<file path="config.mk">
export PLATFORM = sky130hd
export DESIGN_NAME = prog_interval_timer
export DESIGN_NICKNAME = d
export VERILOG_FILES = /design/src/rtl/prog_interval_timer.sv
export SDC_FILE = /design/constraint.sdc
export NUM_CORES = 1
export LEC_CHECK = 0
export BUFFER_PORTS_ARGS = -buffer_cell sky130_fd_sc_hd__buf_2
export CAP_MARGIN = 20
export CORE_MARGIN = 1
export CORE_UTILIZATION = 25
export CTS_CLUSTER_DIAMETER = 100
export CTS_CLUSTER_SIZE = 8
export DETAILED_ROUTE_END_ITERATION = 8
export GPL_TIMING_DRIVEN = 0
export PLACE_DENSITY = 0.54
export REMOVE_ABC_BUFFERS = 1
export SLEW_MARGIN = 20
export SYNTH_ARGS = -nofsm -noshare
export SYNTH_HDL_FRONTEND = slang
export SYNTH_SLANG_ARGS = --single-unit
</file>
<file path="constraint.sdc">
create_clock -name clk -period 2.2 [get_ports clk]
set_input_delay 0.44 -clock clk [delete_from_list [all_inputs] [get_ports clk]]
set_output_delay 0.44 -clock clk [all_outputs]
set_load 0.02 [all_outputs]
</file>
<file path="src/rtl/prog_interval_timer.sv">
// rtl/prog_interval_timer.sv - programmable one-shot/periodic interval timer with sticky done and expiry tick
// Optional TIMER_PRESCALE_EN: count steps only once every PRESCALE clk cycles.
module prog_interval_timer #(
  parameter int WIDTH    = 8,
  parameter int PRESCALE = 4
) (
  input  logic             clk,
  input  logic             rst_n,
  input  logic             start,
  input  logic             stop,
  input  logic             mode,
  input  logic [WIDTH-1:0] load_val,
  output logic [WIDTH-1:0] count,
  output logic             busy,
  output logic             done,
  output logic             tick
);

  typedef enum logic [1:0] {IDLE, RUN, DONE} state_t;

  state_t           state, state_n;
  logic [WIDTH-1:0] term, term_n;
  logic [WIDTH-1:0] count_n;
  logic             mode_r, mode_n;
  logic             done_n, tick_n, busy_n;
  logic             step;

  if (PRESCALE < 1 || PRESCALE > 256) begin : g_bad_prescale
    $error("prog_interval_timer: PRESCALE must be in 1..256");
  end

`ifdef TIMER_PRESCALE_EN
  localparam int PW = (PRESCALE > 1) ? $clog2(PRESCALE) : 1;
  localparam logic [PW-1:0] PSC_LAST = PW'(PRESCALE - 1);

  logic [PW-1:0] psc;

  assign step = (psc == PSC_LAST);

  always_ff @(posedge clk) begin
    if (!rst_n || stop || start) begin
      psc <= '0;
    end else if (state == RUN) begin
      psc <= step ? '0 : psc + PW'(1);
    end
  end
`else
  assign step = 1'b1;
`endif

  always_ff @(posedge clk) begin
    if (!rst_n) begin
      state  <= IDLE;
      term   <= '0;
      mode_r <= 1'b0;
      count  <= '0;
      busy   <= 1'b0;
      done   <= 1'b0;
      tick   <= 1'b0;
    end else begin
      state  <= state_n;
      term   <= term_n;
      mode_r <= mode_n;
      count  <= count_n;
      busy   <= busy_n;
      done   <= done_n;
      tick   <= tick_n;
    end
  end

  always_comb begin
    state_n = state;
    term_n  = term;
    mode_n  = mode_r;
    count_n = count;
    done_n  = done;
    tick_n  = 1'b0;
    if (stop) begin
      if (state != IDLE) begin
        state_n = IDLE;
        count_n = '0;
        done_n  = 1'b0;
      end
    end else if (start) begin
      state_n = RUN;
      term_n  = load_val;
      mode_n  = mode;
      count_n = '0;
      done_n  = 1'b0;
    end else if (state == RUN && step) begin
      // Compare before increment so term = all-ones never wraps.
      if (count == term) begin
        tick_n = 1'b1;
        if (mode_r) begin
          count_n = '0;
        end else begin
          state_n = DONE;
          done_n  = 1'b1;
        end
      end else begin
        count_n = count + WIDTH'(1);
      end
    end
    busy_n = (state_n == RUN);
  end

endmodule

</file>
-- Yosys cells after proc, flatten, opt, wreduce, memory -nomap -nowiden
Index checks and enable logic that the tools add are counted.
- bits in registers: 22
- input bits: 13
- output and inout port bits: 11
- word-level logic and storage cells: 43
- add/subtract/negate cells: 1
- equality and inequality tests: 6
- mux-type cells: 19
- bitwise gates (word level): 3
- reductions and logical operators: 7
- operators by type and width (operator ; count):
    2-to-1 mux 8 bit ; 6
    2-to-1 mux 2 bit ; 6
    adder 8 x 1 -> 8 bit, second input constant ; 1
    == test 8 bit ; 1
    2-to-1 mux 1 bit ; 7
    nonzero test 3 bit ; 2
    == test 2 x 1 -> 1 bit, second input constant ; 2
    inequality test 4 bit, second input constant ; 1
    AND reduction 4 bit ; 1
    OR reduction 4 bit ; 1
    inequality test 3 bit, second input constant ; 1
    NOT 1 bit ; 3
    AND reduction 3 bit ; 1
    inequality test 2 x 1 -> 1 bit, second input constant ; 1
    AND reduction 2 bit ; 1
    nonzero test 2 bit ; 1

-- Depth between registers and ports, before layout
Gate-level depths: netlist of run 1.
- depth after elaboration: 6
- gate-level depth with buffers: 7
- gate-level depth less buffers: 5

-- Worst setup path before layout of run 1
OpenSTA, ideal clock, no wires.
- kind: reg-to-reg
- start: register count[2]
- end: register state[0]
- setup time: 126 ps
- data arrival time: 1606 ps
- data required time: 2074 ps
- slack: 468 ps
- cell stages (with the launch flop): 8
- period minus slack after synthesis: 1732 ps
- path through: dfxtp_1 buf_2 xnor2_1 nand4_1 or2_1 buf_2 o31ai_1 a211oi_1
- cells in the longest elaborated chain, start to end: 5
- RTL lines (what ; RTL line ; source):
    start, declared ; 13 ; output logic [WIDTH-1:0] count,
    start signal, assigned ; 64 ; count <= count_n;
    == test 8 bit ; 92 ; if (count == term) begin
    2-to-1 mux 2 bit ; 92 ;
    2-to-1 mux 2 bit ; 90 ; end else if (state == RUN && step) begin
    2-to-1 mux 2 bit ; 84 ; end else if (start) begin
    2-to-1 mux 2 bit ; 78 ; if (stop) begin
    end signal, assigned ; 61 ; state <= state_n;
    end, declared ; 21 ; state_t state, state_n;
Every way passes these cells.
A chain may end at the register's enable or synchronous reset.

-- Final worst setup path of run 1
- start: register state[1]
- end: register count[7]
- cells in the longest elaborated chain, start to end: 3
- elaborated cells between the ends (all ways): 5
- RTL lines (what ; RTL line):
    == test 2 x 1 -> 1 bit / nonzero test 2 bit (equally long branches) ; 90, 79
    nonzero test 3 bit (no source line) / inequality test 2 x 1 -> 1 bit (equally long branches) ; -
    AND reduction 3 bit (no source line) (*) ; -
Every way passes the cells marked *; elsewhere a longest branch is shown, timed or not.

==> metrics.cfg, run 1 <==
[status]
outcome=finished clean

[layout]
fin_nets=172
antennaDiodeCount=0
multi_input_area_um2=632
drive_gt1_frac=0.223
syn2layout_area_growth_pct=19.7
instances_no_fill=207
most-common-layout-cells=23 x nand2_1, 23 x buf_2, 22 x dfxtp_1
fill_cells=457
regArea_um2=440

[worst_hold_path]
hold_path_depth=3
min_to=term[7]
hold_start=load_val[7]
hold_path.class=in2reg

[grt]
antenna_found_initial=0
track_usage=0.124
grt_pass1_wl_um=4260
grt-ovfl-total=0
grt_max_degree=17
grt_pass1_vias=873

[yosys]
synth_area_um2=1120
synth_seq_cells=22
synth_area_leaders=dfxtp_1 39%, nand2_1 7.7%, a21oi_1 6.3%, xnor2_1 6.3%, o21a_1 3.4%
avgSynthCellArea_um2=8.21
ys_seq_area_frac=0.395
synth_top_area_cell=dfxtp_1
ys_warn_count=0
synth_cells=136
synth_cell_type_count=38
synth_top_area_frac=0.395

[clock_network]
clockBufferDepth=2
cts_hold_buf=0
clk_root_buffer_cell=clkbuf_8
clkLatencyLatePin_ns=0.26
htree_levels=1
clk_pin_slew_ns=0.08
cts_tree=built
cts_inserted_buffers=3
clock-sinks=22

[drt]
wirelength_um=2580
final_antenna_net_count=0
drt_iter0_markers=37
wl_per_cell_um=12.5
vias=980
dr.pass1.iters=4
viasPerCell=4.73
drcViolationCount=0

[timing]
worst_slew_pin_slew_ns=0.632
slew_headroom=0.578
final.setup.worst_slack_ns=0.253
holdWs_ns=0.404
setup_violations=0
finalHoldViolCount=0
max_freq_ghz=0.514
slew_violations=0
fin_skew_ns=0.00307
fin_crit_sh=0.885
layout_min_cycle_time_ns=1.95
rsz0062_at_grt=no

[worst_setup_path]
cp.required_ns=2.37
rrSetupSlack_ns=0.25
reg2reg_depth=5
slowest_stage=a211oi_4
cp_cell_sequence=and2b_1 > a211oi_4 > nor3_1 > nor4b_1 > a31o_2
cp-end-kind=flop
worstSetupPathType=reg2reg
start_kind=flop
crit_arrival_ns=2.11
worstReg2RegEnd=count[7]
slowest_delay_ns=0.58
cp_max_fo=15
r2r-start=state[1]

[floorplan]
start_util=0.269
die_area_um2=4740
die_y_um=68.8
coreArea_um2=4140
rows=23
io_pins=24
die_x_um=68.8

[placement]
place_congestion=0.772
dp_hpwl_um=1870
io_buffers=23
dp_cells=203
dp_slack_ns=-0.00468

[power]
p_leak_nw=0.487
total_power_mw=0.907
max-vdd-ir-drop_v=0.000232
p_per_area_nw_per_um2=678

[run]
cap_violations=0

stage by stage:
stage	util	TNS (ns)	instance area, um^2
floorplan	-	0	1080
global placement	0.303	-0.0251	1260
detailed placement	0.303	-0.00468	1260
CTS	0.321	0	1330
global route	0.322	0	1340
finish	0.322	0	1340
worst max-delay path: cells and delay by family (launching register included):
kind	cells	cell delay, ns
AO/OA/AOI/OAI	2	0.80
flip-flops	1	0.43
AND/OR/NAND/NOR	3	0.61
where the power goes:
part | leakage [nW] | switching, mW | internal [mW]
logic | 0.272 | 0.0730 | 0.0361
registers | 0.179 | 0.00997 | 0.409
clock network | 0.0357 | 0.135 | 0.243
logic make-up after synthesis:
family	share of synthesized area
adder cells (fa/ha/maj)	0.0112
XOR/XNOR	0.0628
buffers and inverters	0.0460
AO/OA/AOI/OAI	0.212
AND/OR/NAND/NOR	0.274
flip-flops	0.395
routing by layer:
| metal | track usage | wire length [um] | vias to the layer above |
|---|---|---|---|
| li1 | - | - | 521 |
| met1 | 0.177 | 1350 | 434 |
| met2 | 0.188 | 1130 | 21 |
| met3 | 0.0197 | 73 | 4 |
| met4 | 0.0459 | 29 | 0 |
| met5 | 0 | 0 | - |
flip-flops by register name (all words and copies together), names as in the netlist:
signal  cells
term        8
done        1
state       2
busy        1
count       8
mode_r      1
tick        1
cell type report:
| class | count | area share |
|---|---|---|
| well taps | 50 | 0.0468 |
| multi-input cells | 104 | 0.473 |
| flip-flops and latches | 22 | 0.330 |
| inverters | 4 | 0.0112 |
| clock buffers | 3 | 0.0309 |
| clock inverters | 1 | 0.0225 |
| repair buffers | 23 | 0.0861 |
worst max-delay path by stage:
stage / start / end / slack, ns / depth (start not counted)
CTS: state[1] / count[7] / 0.09 / 5
global route: count[2] / count[0] / 0.12 / 5
floorplan: state[1] / count[7] / 0.43 / 5
global placement: start / count[7] / -0.03 / 6
detailed placement: start / count[7] / -0.005 / 6
finish: state[1] / count[7] / 0.25 / 5
what timing repair did:
action,4_1_cts,5_1_grt
setup buffers,0,0
setup endpoints to repair,0,1
gates resized for setup,0,1
cells in the mapped netlist:
cell,count
inv_1,4
nand4_1,3
or4_1,3
nand2_1,23
buf_4,1
o21a_1,5
and3_1,1
or3_1,1
o21ai_1,1
ha_1,1
a31o_2,1
nor4b_1,1
xnor2_1,8
nor4_2,2
a31oi_1,2
nor2b_2,1
buf_6,1
o31ai_1,1
and2_1,1
buf_2,2
a21oi_1,14
clkbuf_1,2
nor3_1,4
o21ai_0,5
dfxtp_1,22
or2_1,1
nor2_2,1
o211ai_1,2
nand4b_1,1
and2b_1,1
nor2_1,6
a211oi_2,2
nor2b_1,1
or2b_1,1
nand3_1,5
or2_2,1
o21bai_1,1
a211oi_1,3
(Power assumes the default switching activity.)
==> inputs of run 2 (changes only) <==
CTS_BUF_LIST = sky130_fd_sc_hd__clkbuf_2   (was default)
SETUP_SLACK_MARGIN = 0.5   (was default)
==> run 2 against run 1 <==
  * Worst setup slack gained 0.30 ns
  * Combinational power grew 28%
  * Cell area grew 8.8%
  * Clock power shrank 24%
  * Utilization grew 2.8 points
  * Final cell count grew 4.8%
  * Fmax grew 18%
  * Critical path type unchanged
  * Largest cell class unchanged
==> metrics.cfg, run 2 (synthesis results as in run 1) <==
[timing]
worst_slew_pin_slew_ns=0.537  ; -0.0941 ns
fin_skew_ns=0.00582  ; +0.00275 ns
max_freq_ghz=0.608  ; +18%
layout_min_cycle_time_ns=1.64  ; -0.302 ns
final.setup.worst_slack_ns=0.555  ; +0.302 ns
setup_violations=0  ; unchanged
slew_headroom=0.641  ; +0.0637
slew_violations=0  ; unchanged
fin_crit_sh=0.748  ; -0.137
finalHoldViolCount=0  ; unchanged
rsz0062_at_grt=yes
holdWs_ns=0.310  ; -0.0935 ns

[drt]
vias=1050  ; +7.1%
wirelength_um=2710  ; +5.0%
viasPerCell=4.84  ; +2.2%
drcViolationCount=0  ; unchanged
wl_per_cell_um=12.5  ; +0.16%
final_antenna_net_count=0  ; unchanged
dr.pass1.iters=4  ; unchanged
drt_iter0_markers=33  ; -11%

[worst_setup_path]
worstSetupPathType=reg2reg
cp-end-kind=flop
startpoint=count[0]
rrSetupSlack_ns=0.56  ; +0.30 ns
slowest_delay_ns=0.45  ; -0.13 ns
cp_max_fo=8  ; -7
start_kind=flop
cp_top_family=flip-flops
reg2reg_depth=6  ; +1
cp.required_ns=2.45  ; +0.08 ns
worstReg2RegEnd=count[7]
cp-endpoint=count[7]
crit_arrival_ns=1.90  ; -0.21 ns
cp_cell_sequence=xnor2_2 > nand4_1 > buf_4 > nor4_2 > a21oi_1 > a31o_2
r2r-start=count[0]
slowest_stage=dfxtp_4
worst-path-stages=6  ; +1
crit_buf_inv=1  ; +1

[clock_network]
cts_hold_buf=0  ; unchanged
clk_pin_slew_ns=0.22  ; +0.14 ns
clock-sinks=22  ; unchanged
cts_inserted_buffers=3  ; unchanged
clk_root_buffer_cell=clkbuf_2
htree_levels=1  ; unchanged
clkLatencyLatePin_ns=0.33  ; +0.07 ns
cts_tree=built
clockBufferDepth=2  ; unchanged

[floorplan]
die_x_um=68.8  ; unchanged
die_y_um=68.8  ; unchanged
start_util=0.269  ; unchanged
coreArea_um2=4140  ; unchanged
die_area_um2=4740  ; unchanged
io_pins=24  ; unchanged
rows=23  ; unchanged

[layout]
post-route-util=0.351  ; +0.0284
antennaDiodeCount=0  ; unchanged
reg_top3=count x8, term x8, state x2
drive_gt1_frac=0.359  ; +0.136
instances_no_fill=217  ; +4.8%
fin_nets=182  ; +5.8%
most-common-layout-cells=23 x nand2_1, 23 x buf_2, 14 x a21oi_1
syn2layout_area_growth_pct=30.3

[grt]
antenna_found_initial=0  ; unchanged
grt_pass1_wl_um=4370  ; +2.4%
grt-ovfl-total=0  ; unchanged
grt_pass1_vias=907  ; +3.9%
grt_max_degree=17  ; unchanged
track_usage=0.127  ; +0.00241

[power]
swShare=0.263  ; +0.0220
p_leak_nw=0.545  ; +12%
p_per_area_nw_per_um2=580  ; -14%
p_int_mw=0.622  ; -9.6%
p_switching_mw=0.222  ; +1.6%
max-vdd-ir-drop_v=0.000237  ; +2.0%
clkPwrFrac=0.338  ; -0.079
p_seq_frac=0.495  ; +0.033
power_frac_comb=0.166  ; +0.046

[run]
cap_violations=0  ; unchanged

[placement]
dp_slack_ns=-0.00468  ; unchanged
dp_hpwl_um=1870  ; unchanged
place_congestion=0.772  ; unchanged
io_buffers=23  ; unchanged
dp_cells=203  ; unchanged

[worst_hold_path]
hold_start=load_val[1]
hold_path.class=in2reg

[status]
outcome=finished clean

[run 2: final cells by class]
cell class | count | area (um^2)
Timing Repair Buffer | 33 | 190
Tap cell | 50 | 62.6
Fill cell | 443 | 2690
Clock inverter | 1 | 30.0
Multi-Input combinational cell | 104 | 679
Inverter | 4 | 15.0
Sequential cell | 22 | 462
Clock buffer | 3 | 15.0
[run 2: how the worst min path moves through the flow]
stage | endpoint | slack (ns) | cells past startpoint
global placement | term[0] | 0.46 | 2
floorplan | term[0] | 0.45 | 2
CTS | term[7] | 0.28 | 3
global route | term[6] | 0.25 | 3
detailed placement | term[0] | 0.46 | 2
finish | term[1] | 0.31 | 3
[run 2: power by group through the flow]
| stage | Clock (mW) | Combinational [mW] | Sequential, mW |
|---|---|---|---|
| final | 0.286 | 0.140 | 0.418 |
| after global routing | 0.323 | 0.152 | 0.420 |
| after CTS | 0.296 | 0.130 | 0.421 |
| after detailed placement | 0 | 0.108 | 0.429 |
| after global placement | 0 | 0.108 | 0.429 |
| after floorplan | 0 | 0.0673 | 0.430 |
[run 2: metal layers]
| metal | part of all wire | up-vias | track usage |
|---|---|---|---|
| met4 | 0.0077 | 0 | 0.0383 |
| met3 | 0.040 | 4 | 0.0197 |
| li1 | - | 540 | - |
| met1 | 0.48 | 477 | 0.175 |
| met2 | 0.47 | 29 | 0.202 |
| met5 | 0 | - | 0 |
[run 2: repair_timing]
action / 4_1_cts / 5_1_grt
pin swaps: 2 / 5
endpoints found under the setup margin: 11 / 9
buffers inserted: 5 / 5
gates resized for setup: 10 / 15
[run 2: metrics by stage]
stage	TNS (ns)	area [um^2]	total power, mW
6_report	0	1450	0.844
2_1_floorplan	0	1080	0.497
3_3_place_gp	-0.0251	1260	0.537
4_1_cts	0	1370	0.847
5_1_grt	0	1450	0.895
3_5_place_dp	-0.00468	1260	0.536
[run 2: tightest hold or removal path, cell delays in order]
cell and delay (ns):
buf_2 0.09, nand2_1 0.04, a21oi_1 0.05
==> inputs of run 3 (changes only) <==
clock period = 1.6 ns   (was 2.2 ns; I/O delays follow)
==> run 3 against run 2 <==
  * Cell area grew 26%
  * Combinational power up 100%
  * Critical path type unchanged
  * Register-to-register slack got worse by 0.56 ns
  * The flow now finishes with violations (setup timing)
  * Largest power group unchanged
  * Final cell count rose by 10%
  * Hold slack got worse by 0.16 ns
  * Worst setup slack worse by 0.56 ns
  * Utilization grew 9.0 points
  * Total power increased by 49%
  * Routed wire length increased by 24%
==> metrics.cfg, run 3 (synthesis results as in run 1) <==
[timing]
fin_skew_ns=0.0257  ; +0.0199 ns
worst_slew_pin_slew_ns=0.530  ; -0.00784 ns
max_freq_ghz=0.622  ; +2.4%
slew_headroom=0.647  ; +0.00523
slew_violations=0  ; unchanged
layout_min_cycle_time_ns=1.61  ; -0.0384 ns
setup-tns-final_ns=-0.00645  ; -0.00645 ns
final.setup.worst_slack_ns=-0.00645  ; -0.562 ns
setup_violations=1  ; +1
holdWs_ns=0.150  ; -0.160 ns
rsz0062_at_grt=yes
finalHoldViolCount=0  ; unchanged
fin_crit_sh=1.00  ; +0.256

[layout]
fin_area_um2=1830  ; +26%
fill_cells=390  ; -12%
fin_nets=204  ; +12%
reg_top3=count x8, term x8, state x2
drive_gt1_frac=0.524  ; +0.165
post-route-util=0.441  ; +0.0903
antennaDiodeCount=0  ; unchanged
instances_no_fill=239  ; +10%
most-common-layout-cells=22 x nand2_1, 22 x buf_6, 21 x buf_4
syn2layout_area_growth_pct=63.8

[grt]
antenna_found_initial=0  ; unchanged
grt_pass1_wl_um=5210  ; +19%
grt_max_degree=17  ; unchanged
grt_pass1_vias=1047  ; +15%
track_usage=0.154  ; +0.0276
grt-ovfl-total=0  ; unchanged

[drt]
drt_iter0_markers=59  ; +79%
vias=1158  ; +10%
wl_per_cell_um=14.0  ; +12%
wl_met3_um=182  ; +69%
wirelength_um=3350  ; +24%
drcViolationCount=0  ; unchanged
wl_met2_um=1640  ; +29%
routed.top_layer=met4
drt-met1-wl_um=1490  ; +14%
dr.pass1.iters=4  ; unchanged
final_antenna_net_count=0  ; unchanged
viasPerCell=4.85  ; +0.13%

[floorplan]
rows=23  ; unchanged
die_y_um=68.8  ; unchanged
die_x_um=68.8  ; unchanged
start_util=0.269  ; unchanged
die_area_um2=4740  ; unchanged
coreArea_um2=4140  ; unchanged
io_pins=24  ; unchanged

[placement]
dp_slack_ns=-0.492  ; -0.488 ns
place_congestion=0.772  ; unchanged
placed_area_um2=1260  ; unchanged
io_buffers=23  ; unchanged
dp_cells=203  ; unchanged
dp_hpwl_um=1870  ; unchanged

[status]
violations=setup timing
outcome=finished, violations left

[worst_setup_path]
worstReg2RegEnd=count[6]
reg2reg_depth=6  ; unchanged
worstSetupPathType=reg2reg
crit_arrival_ns=1.93  ; +0.03 ns
cp_max_fo=6  ; -2
r2r-start=state[1]
start_kind=flop
rrSetupSlack_ns=-0.006  ; -0.56 ns
cp-end-kind=flop
cp.required_ns=1.92  ; -0.53 ns

[worst_hold_path]
min_to=term[7]
hold_path_depth=3  ; unchanged
hold_start=load_val[7]
hold_path.class=in2reg

[power]
max-vdd-ir-drop_v=0.000321  ; +36%
p_per_area_nw_per_um2=690  ; +19%
p_leak_nw=0.689  ; +26%
total_power_mw=1.26  ; +49%

[clock_network]
clk_pin_slew_ns=0.25  ; +0.03 ns
clk_root_buffer_cell=clkbuf_2
cts_inserted_buffers=3  ; unchanged
cts_hold_buf=0  ; unchanged
clock-sinks=22  ; unchanged
clkLatencyLatePin_ns=0.35  ; +0.02 ns
htree_levels=1  ; unchanged
clockBufferDepth=2  ; unchanged
cts_tree=built

[run]
cap_violations=0  ; unchanged

[run 3: cell types whose count changed in the layout (fill, tap and decap cells not counted), sizes merged]
| cell | previous run | this run |
|---|---|---|
| buf | 33 | 55 |
[run 3: worst max-delay path by stage]
stage / cells past startpoint / startpoint / slack [ns] / end
final: 6 / state[1] / -0.006 / count[6]
after global routing: 6 / count[6] / -0.06 / state[0]
after CTS: 5 / count[2] / 0.06 / count[6]
after detailed placement: 5 / state[1] / -0.49 / count[7]
after global placement: 5 / state[1] / -0.51 / count[7]
after floorplan: 5 / state[1] / -0.17 / count[7]
[run 3: layout make-up]
class	count	area (um^2)	share of cell area
sequential	22	480	0.263
timing repair buffer	55	465	0.255
clock buffer	3	15.0	0.00821
multi-input combinational	104	759	0.415
clock inverter	1	30.0	0.0164
tap	50	62.6	0.0342
inverter	4	15.0	0.00821
[run 3: power breakdown]
group	total [mW]	internal [mW]	switching, mW
Combinational	0.285	0.140	0.145
Clock	0.405	0.215	0.189
Sequential	0.571	0.554	0.0171
[run 3: metal layers]
layer	track usage	vias to the layer above
met1	0.206	529
li1	-	588
met5	0	-
met3	0.0230	5
met2	0.256	36
met4	0.0459	0
[run 3: worst max-delay path, stage by stage (launching register included)]
cell	delay, ns
dfxtp_4	0.39
and2b_2	0.24
a211oi_4	0.06
buf_4	0.16
or4_1	0.42
a211oi_2	0.20
o21a_1	0.13
[run 3: what timing repair did]
action                     CTS  global route
gates cloned                 0             0
resized for setup           67            18
setup buffers               25             7
pin swaps                   15            17
setup endpoints to repair   24            24
